## config.mk

```make
export PLATFORM = sky130hd
export DESIGN_NAME = dcache_responder
export DESIGN_NICKNAME = d
export VERILOG_FILES = /design/src/rtl/dcache_responder.sv
export SDC_FILE = /design/constraint.sdc
export NUM_CORES = 1
export LEC_CHECK = 0
export BUFFER_PORTS_ARGS = -buffer_cell sky130_fd_sc_hd__buf_2
export CORE_ASPECT_RATIO = 0.75
export CORE_MARGIN = 4
export CORE_UTILIZATION = 57
export CTS_BUF_LIST = sky130_fd_sc_hd__clkbuf_4 sky130_fd_sc_hd__clkbuf_8
export DETAILED_ROUTE_END_ITERATION = 6
export GPL_ROUTABILITY_DRIVEN = 0
export PLACE_DENSITY = 0.79
export SYNTH_ARGS = -nofsm -noshare
export SYNTH_HDL_FRONTEND = slang
export SYNTH_SLANG_ARGS = --single-unit
```

## constraint.sdc

```tcl
create_clock -name clk -period 4.1 [get_ports clk]
set_clock_uncertainty 0.15 [all_clocks]
set_input_delay 0.615 -clock clk [delete_from_list [all_inputs] [get_ports clk]]
set_output_delay 0.615 -clock clk [all_outputs]
set_load 0.005 [all_outputs]
```

## src/rtl/dcache_responder.sv

```systemverilog
// Direct-mapped, write-through, no-write-allocate data cache with one 32-bit word per line.
// A single memory port handles refills and a second handles write-through; stall is combinational.
module dcache_responder #(
  parameter int unsigned INDEX_W = 4
) (
  input  logic        clk,
  input  logic        rst,
  input  logic [31:0] dcache_raddr_i,
  input  logic        dcache_rreq_i,
  input  logic [31:0] dcache_waddr_i,
  input  logic [31:0] dcache_wdata_i,
  input  logic [3:0]  dcache_wsel_i,
  input  logic        dcache_wreq_i,
  output logic [31:0] dcache_data_o,
  output logic        dcache_stall_o,
  output logic [31:0] mem_raddr_o,
  output logic        mem_rreq_o,
  input  logic [31:0] mem_rdata_i,
  input  logic        mem_rvalid_i,
  output logic [31:0] mem_waddr_o,
  output logic [31:0] mem_wdata_o,
  output logic [3:0]  mem_wsel_o,
  output logic        mem_wreq_o,
  input  logic        mem_wready_i,
  output logic [31:0] hit_cnt_o,
  output logic [31:0] miss_cnt_o
);

  localparam int unsigned LINES = 1 << INDEX_W;
  localparam int unsigned TAG_W = 32 - INDEX_W;

  typedef enum logic [1:0] {IDLE, REFILL, WRITE} state_t;

  state_t             state_q;
  logic [LINES-1:0]   valid_q;
  logic [TAG_W-1:0]   tag_q  [LINES];
  logic [31:0]        data_q [LINES];
  logic               wr_done_q;

  logic [INDEX_W-1:0] r_idx, w_idx, f_idx;
  logic [TAG_W-1:0]   r_tag, w_tag, f_tag;
  logic               r_hit, w_hit, wreq_eff;
  logic               refill_we, wr_hit_we;
  logic [31:0]        merged;

  assign r_idx = dcache_raddr_i[INDEX_W-1:0];
  assign r_tag = dcache_raddr_i[31:INDEX_W];
  assign w_idx = dcache_waddr_i[INDEX_W-1:0];
  assign w_tag = dcache_waddr_i[31:INDEX_W];
  // Refill target comes from the held refill address, not the live request.
  assign f_idx = mem_raddr_o[INDEX_W-1:0];
  assign f_tag = mem_raddr_o[31:INDEX_W];

  // Lookup, byte merge, array write enables and stall.
  always_comb begin
    r_hit          = valid_q[r_idx] && (tag_q[r_idx] == r_tag);
    w_hit          = valid_q[w_idx] && (tag_q[w_idx] == w_tag);
    wreq_eff       = dcache_wreq_i && !wr_done_q;
    refill_we      = (state_q == REFILL) && mem_rvalid_i;
    wr_hit_we      = (state_q == IDLE) && wreq_eff && w_hit;
    merged         = data_q[w_idx];
    for (int k = 0; k < 4; k++) begin
      if (dcache_wsel_i[k]) merged[8*k +: 8] = dcache_wdata_i[8*k +: 8];
    end
    dcache_stall_o = 1'b0;
    case (state_q)
      IDLE:    dcache_stall_o = wreq_eff || (dcache_rreq_i && !r_hit);
      REFILL:  dcache_stall_o = 1'b1;
      WRITE:   dcache_stall_o = !mem_wready_i || dcache_rreq_i;
      default: dcache_stall_o = 1'b1;
    endcase
  end

  // Tag/data storage carries no reset; validity alone qualifies a line.
  always_ff @(posedge clk) begin
    if (refill_we) begin
      tag_q[f_idx]  <= f_tag;
      data_q[f_idx] <= mem_rdata_i;
    end else if (wr_hit_we) begin
      data_q[w_idx] <= merged;
    end
  end

  always_ff @(posedge clk or negedge rst) begin
    if (!rst) begin
      state_q       <= IDLE;
      valid_q       <= '0;
      wr_done_q     <= 1'b0;
      dcache_data_o <= '0;
      mem_raddr_o   <= '0;
      mem_rreq_o    <= 1'b0;
      mem_waddr_o   <= '0;
      mem_wdata_o   <= '0;
      mem_wsel_o    <= '0;
      mem_wreq_o    <= 1'b0;
      hit_cnt_o     <= '0;
      miss_cnt_o    <= '0;
    end else begin
      // wr_done masks a write already served while a paired read is pending.
      if (!dcache_stall_o) begin
        wr_done_q <= 1'b0;
      end else if (state_q == WRITE && mem_wready_i) begin
        wr_done_q <= 1'b1;
      end

      case (state_q)
        IDLE: begin
          if (wreq_eff) begin
            mem_waddr_o <= dcache_waddr_i;
            mem_wdata_o <= dcache_wdata_i;
            mem_wsel_o  <= dcache_wsel_i;
            mem_wreq_o  <= 1'b1;
            state_q     <= WRITE;
          end else if (dcache_rreq_i) begin
            if (r_hit) begin
              dcache_data_o <= data_q[r_idx];
              hit_cnt_o     <= hit_cnt_o + 32'd1;
            end else begin
              mem_raddr_o <= dcache_raddr_i;
              mem_rreq_o  <= 1'b1;
              miss_cnt_o  <= miss_cnt_o + 32'd1;
              state_q     <= REFILL;
            end
          end
        end
        REFILL: begin
          if (mem_rvalid_i) begin
            valid_q[f_idx] <= 1'b1;
            mem_rreq_o     <= 1'b0;
            state_q        <= IDLE;
          end
        end
        WRITE: begin
          if (mem_wready_i) begin
            mem_wreq_o <= 1'b0;
            state_q    <= IDLE;
          end
        end
        default: state_q <= IDLE;
      endcase
    end
  end

endmodule

```

==> results.md <==
- Final worst-path cycle share: 1.17
- Initial Utilization: 0.579
- Failing checks: setup timing
- Die Y: 267 µm
- Syn-to-layout area delta: 23.2%
- Register area share after synthesis: 0.671
- Share of layout cells above drive strength 1: 0.407
- Clk slew on worst S/H paths: 0.07 ns
- EDFF count, synth: 960
- Post-layout min period: 4.81 ns
- GRT Util Overall: 0.323
- Post-detail-place hpwl: 97800 µm
- Antenna violations before repair: 7
- DR vias/cell: 6.63
- CP Launch Type: flop
- Worst min path class: in2reg
- Die area: 94400 µm²
- Main flop type after synthesis: edfxtp_1
- CP cell instances: mux4_2 > mux2i_2 > xor2_1 > buf_4 > o211ai_1 > a22o_1 > or4_4 > nor2_4 > buf_6 > o221ai_4 > o21a_1 > buf_2
- Die width: 354 µm
- WL/cell: 30.9 µm
- RSZ-0062 raised after global routing: true
- CTS root buf: clkbuf_8
- Synth Cell Area: 51000 µm²
- Post-route DRC: 0
- Core area: 88200 µm²
- Pwr Density: 492 nW/µm²
- Post-synth cell types: 64
- Flops & latches, synth: 1177
- Fill cell count: 5107
- Final setup viols: 137
- Final Hold Viols: 0
- Final cell count without fillers: 4992
- Setup CP Type: reg2out
- # rows: 94
- CP Capture Type: output pin
- CTS tree: built
- Max-slew headroom: 0.201
- WHS: 0.0672 ns
- Number of DRC markers in iteration 0: 4669
- Setup TNS: -11.64 ns
- Final instance area: 62900 µm²
- VDD IR max: 0.000367 V
- Worst-margin pin slew: 1.20 ns
- Slowest cell delay on critical path: 0.49 ns
- Cell Area, Placed: 57200 µm²
- WP data required: 3.34 ns
- Max Cap Viol: 0
- Congestion Overflow GR: 0
- IO Pins: 337
- Syn Area/Cell: 17.8 µm²
- CTS Buf Count: 175
- Port bufs: 336
- Ys Warns: 0
- Vias in the first global route: 33400
- Nets: 3828
- First-pass GRT wire length: 222000 µm
- Leak: 0.0237 µW
- Clock buffer depth: 3
- CTS Sinks: 1177
- Slack of the critical path: -0.713 ns
- Ys async rst share: 0.184
- Skew-Pair Late Insertion Delay: 0.86 ns
- Largest net degree at the start of global routing: 88
- Routed Antenna Nets: 0
- R2R Setup Slk: -0.23 ns
- Total chip power: 30900 µW
- FMAX: 0.208 GHz
- Slowest cell on crit path: mux4_2
- Final wirelength: 154000 µm
- Syn nets: 3014
- Status: finished with violations
- Worst Path Max Fanout: 3
- H-Tree Depth: 4
- Vias: 33100
- WP data arrival: 4.05 ns
- Slew Limit Fails: 0
- First-pass detailed-route iteration total: 6
- Placed cells: 4544
- Synthesized instance count: 2874
power breakdown:
part,switching (µW),leakage [µW],internal (µW)
Sequential,1190,0.0114,14600
Combinational,2950,0.0104,2120
Clock,4580,0.00194,5450
Total,8710,0.0237,22200
timing repair:
item,CTS,global route
cloned,2,3
resized for setup,42,106
hold buffers,93,0
buffers inserted,5,24
pin swaps,15,27
endpoints found under the hold margin,178,0
endpoints found under the setup margin,143,1085
critical path: cells and delay by family (launching register included):
kind | cells | cell delay (ns)
AOI/OAI and AO/OA | 4 | 0.87
muxes | 2 | 0.68
and+or+nand+nor | 2 | 0.57
buffers and inverters | 3 | 0.45
DFF | 1 | 0.42
xor gates and xnor gates | 1 | 0.20
registers in the layout, summed over array words and instances, names as in the netlist:
| register | count |
|---|---|
| data_q | 512 |
| dcache_data_o | 32 |
| hit_cnt_o | 32 |
| mem_raddr_o | 32 |
| mem_rreq_o | 1 |
| mem_waddr_o | 32 |
| mem_wdata_o | 32 |
| mem_wreq_o | 1 |
| mem_wsel_o | 4 |
| miss_cnt_o | 32 |
| state_q | 2 |
| tag_q | 448 |
| valid_q | 16 |
| wr_done_q | 1 |
cells in the mapped netlist (all sizes together) (4+ instances only):
cell	instances	area (µm²)
nand2b	12	75.1
nand4	17	106
and4	5	43.8
o21ai	20	100
and2	14	87.6
nor2b	16	100
nand2	251	942
a221oi	13	114
nor4	53	375
xnor2	39	342
nor2	139	522
inv	26	97.6
or4	5	37.5
buf	90	504
or3	6	37.5
nor3	23	115
nor4b	4	41.3
o211ai	8	60.1
edfxtp	960	28800
and3	16	100
dfrtp	217	5430
a21oi	20	100
nand3	27	135
xor2	89	780
a22o	10	87.6
mux4	359	8090
a22oi	34	255
or2	21	131
mux2	102	1150
mux2i	163	1630
clkbuf	76	285
a211oi	4	30.0
cells by family (layout without fill, tap and decap cells):
group	count (synthesis)	after routing	synth area share
adder cells (fa/ha/maj)	2	2	0.000490
AO/OA/AOI/OAI	134	134	0.0188
other	0	9	0
flip-flops	1177	1177	0.671
buffers and inverters	192	1148	0.0174
multiplexers	624	625	0.213
XOR/XNOR	128	128	0.0220
AND/OR/NAND/NOR	617	617	0.0572
routing by layer:
metal / track usage / vias to the layer above / part of all wire
li1: - / 13100 / -
met1: 0.450 / 16700 / 0.36
met2: 0.482 / 2735 / 0.45
met3: 0.110 / 496 / 0.15
met4: 0.120 / 2 / 0.039
met5: 0 / - / 0.00033
layout make-up:
cell class / instances / area [µm²] / area share
Sequential cell: 1177 / 34300 / 0.545
Multi-Input combinational cell: 1506 / 16800 / 0.267
Timing Repair Buffer: 802 / 6570 / 0.104
Clock buffer: 256 / 3150 / 0.0502
Tap cell: 1152 / 1440 / 0.0229
Clock inverter: 64 / 539 / 0.00858
Inverter: 26 / 98.8 / 0.00157
Antenna cell: 9 / 22.5 / 0.000358
per-stage QoR:
step                       util  worst slack, ns
after floorplan               -           -0.107
after global placement    0.649           -0.930
after global routing      0.712           -0.843
final                     0.713           -0.713
after CTS                 0.704           -0.769
after detailed placement  0.649            -1.04
placed cells by master (no fill, tap or decap), types with 9 or more instances in the layout:
| cell | n |
|---|---|
| buf_6 | 25 |
| a21oi_1 | 16 |
| dfrtp_1 | 217 |
| nand3_1 | 27 |
| nor2_2 | 30 |
| clkbuf_8 | 198 |
| mux2i_1 | 149 |
| edfxtp_1 | 960 |
| a221oi_1 | 13 |
| buf_2 | 330 |
| a22o_1 | 10 |
| and2_1 | 14 |
| a22oi_1 | 34 |
| nor4_1 | 40 |
| mux2_4 | 44 |
| nor3_1 | 18 |
| nor2b_1 | 16 |
| clkinv_1 | 27 |
| nor2_1 | 76 |
| or2_2 | 21 |
| nand2b_1 | 12 |
| nand4_1 | 17 |
| mux2_2 | 21 |
| mux2_1 | 38 |
| buf_4 | 270 |
| nor2_4 | 33 |
| xnor2_1 | 39 |
| buf_12 | 74 |
| nand2_1 | 250 |
| inv_1 | 24 |
| xor2_1 | 87 |
| and3_1 | 16 |
| mux4_2 | 359 |
| clkbuf_4 | 59 |
| o21ai_0 | 13 |
| dlygate4sd3_1 | 93 |
| diode_2 | 9 |
| clkinv_2 | 18 |
worst paths after layout:
check | cells past startpoint | from | endpoint
min | 2 | mem_rdata_i[28] | data_q[0][28]
min in group asynchronous | 2 | rst | mem_wdata_o[5]
max reg2reg | 14 | tag_q[8][7] | dcache_data_o[29]
min reg2reg | 2 | mem_waddr_o[7] | mem_waddr_o[7]
max in group asynchronous | 3 | rst | mem_raddr_o[14]
max | 12 | tag_q[8][7] | dcache_stall_o
(Power assumes the default switching activity.)
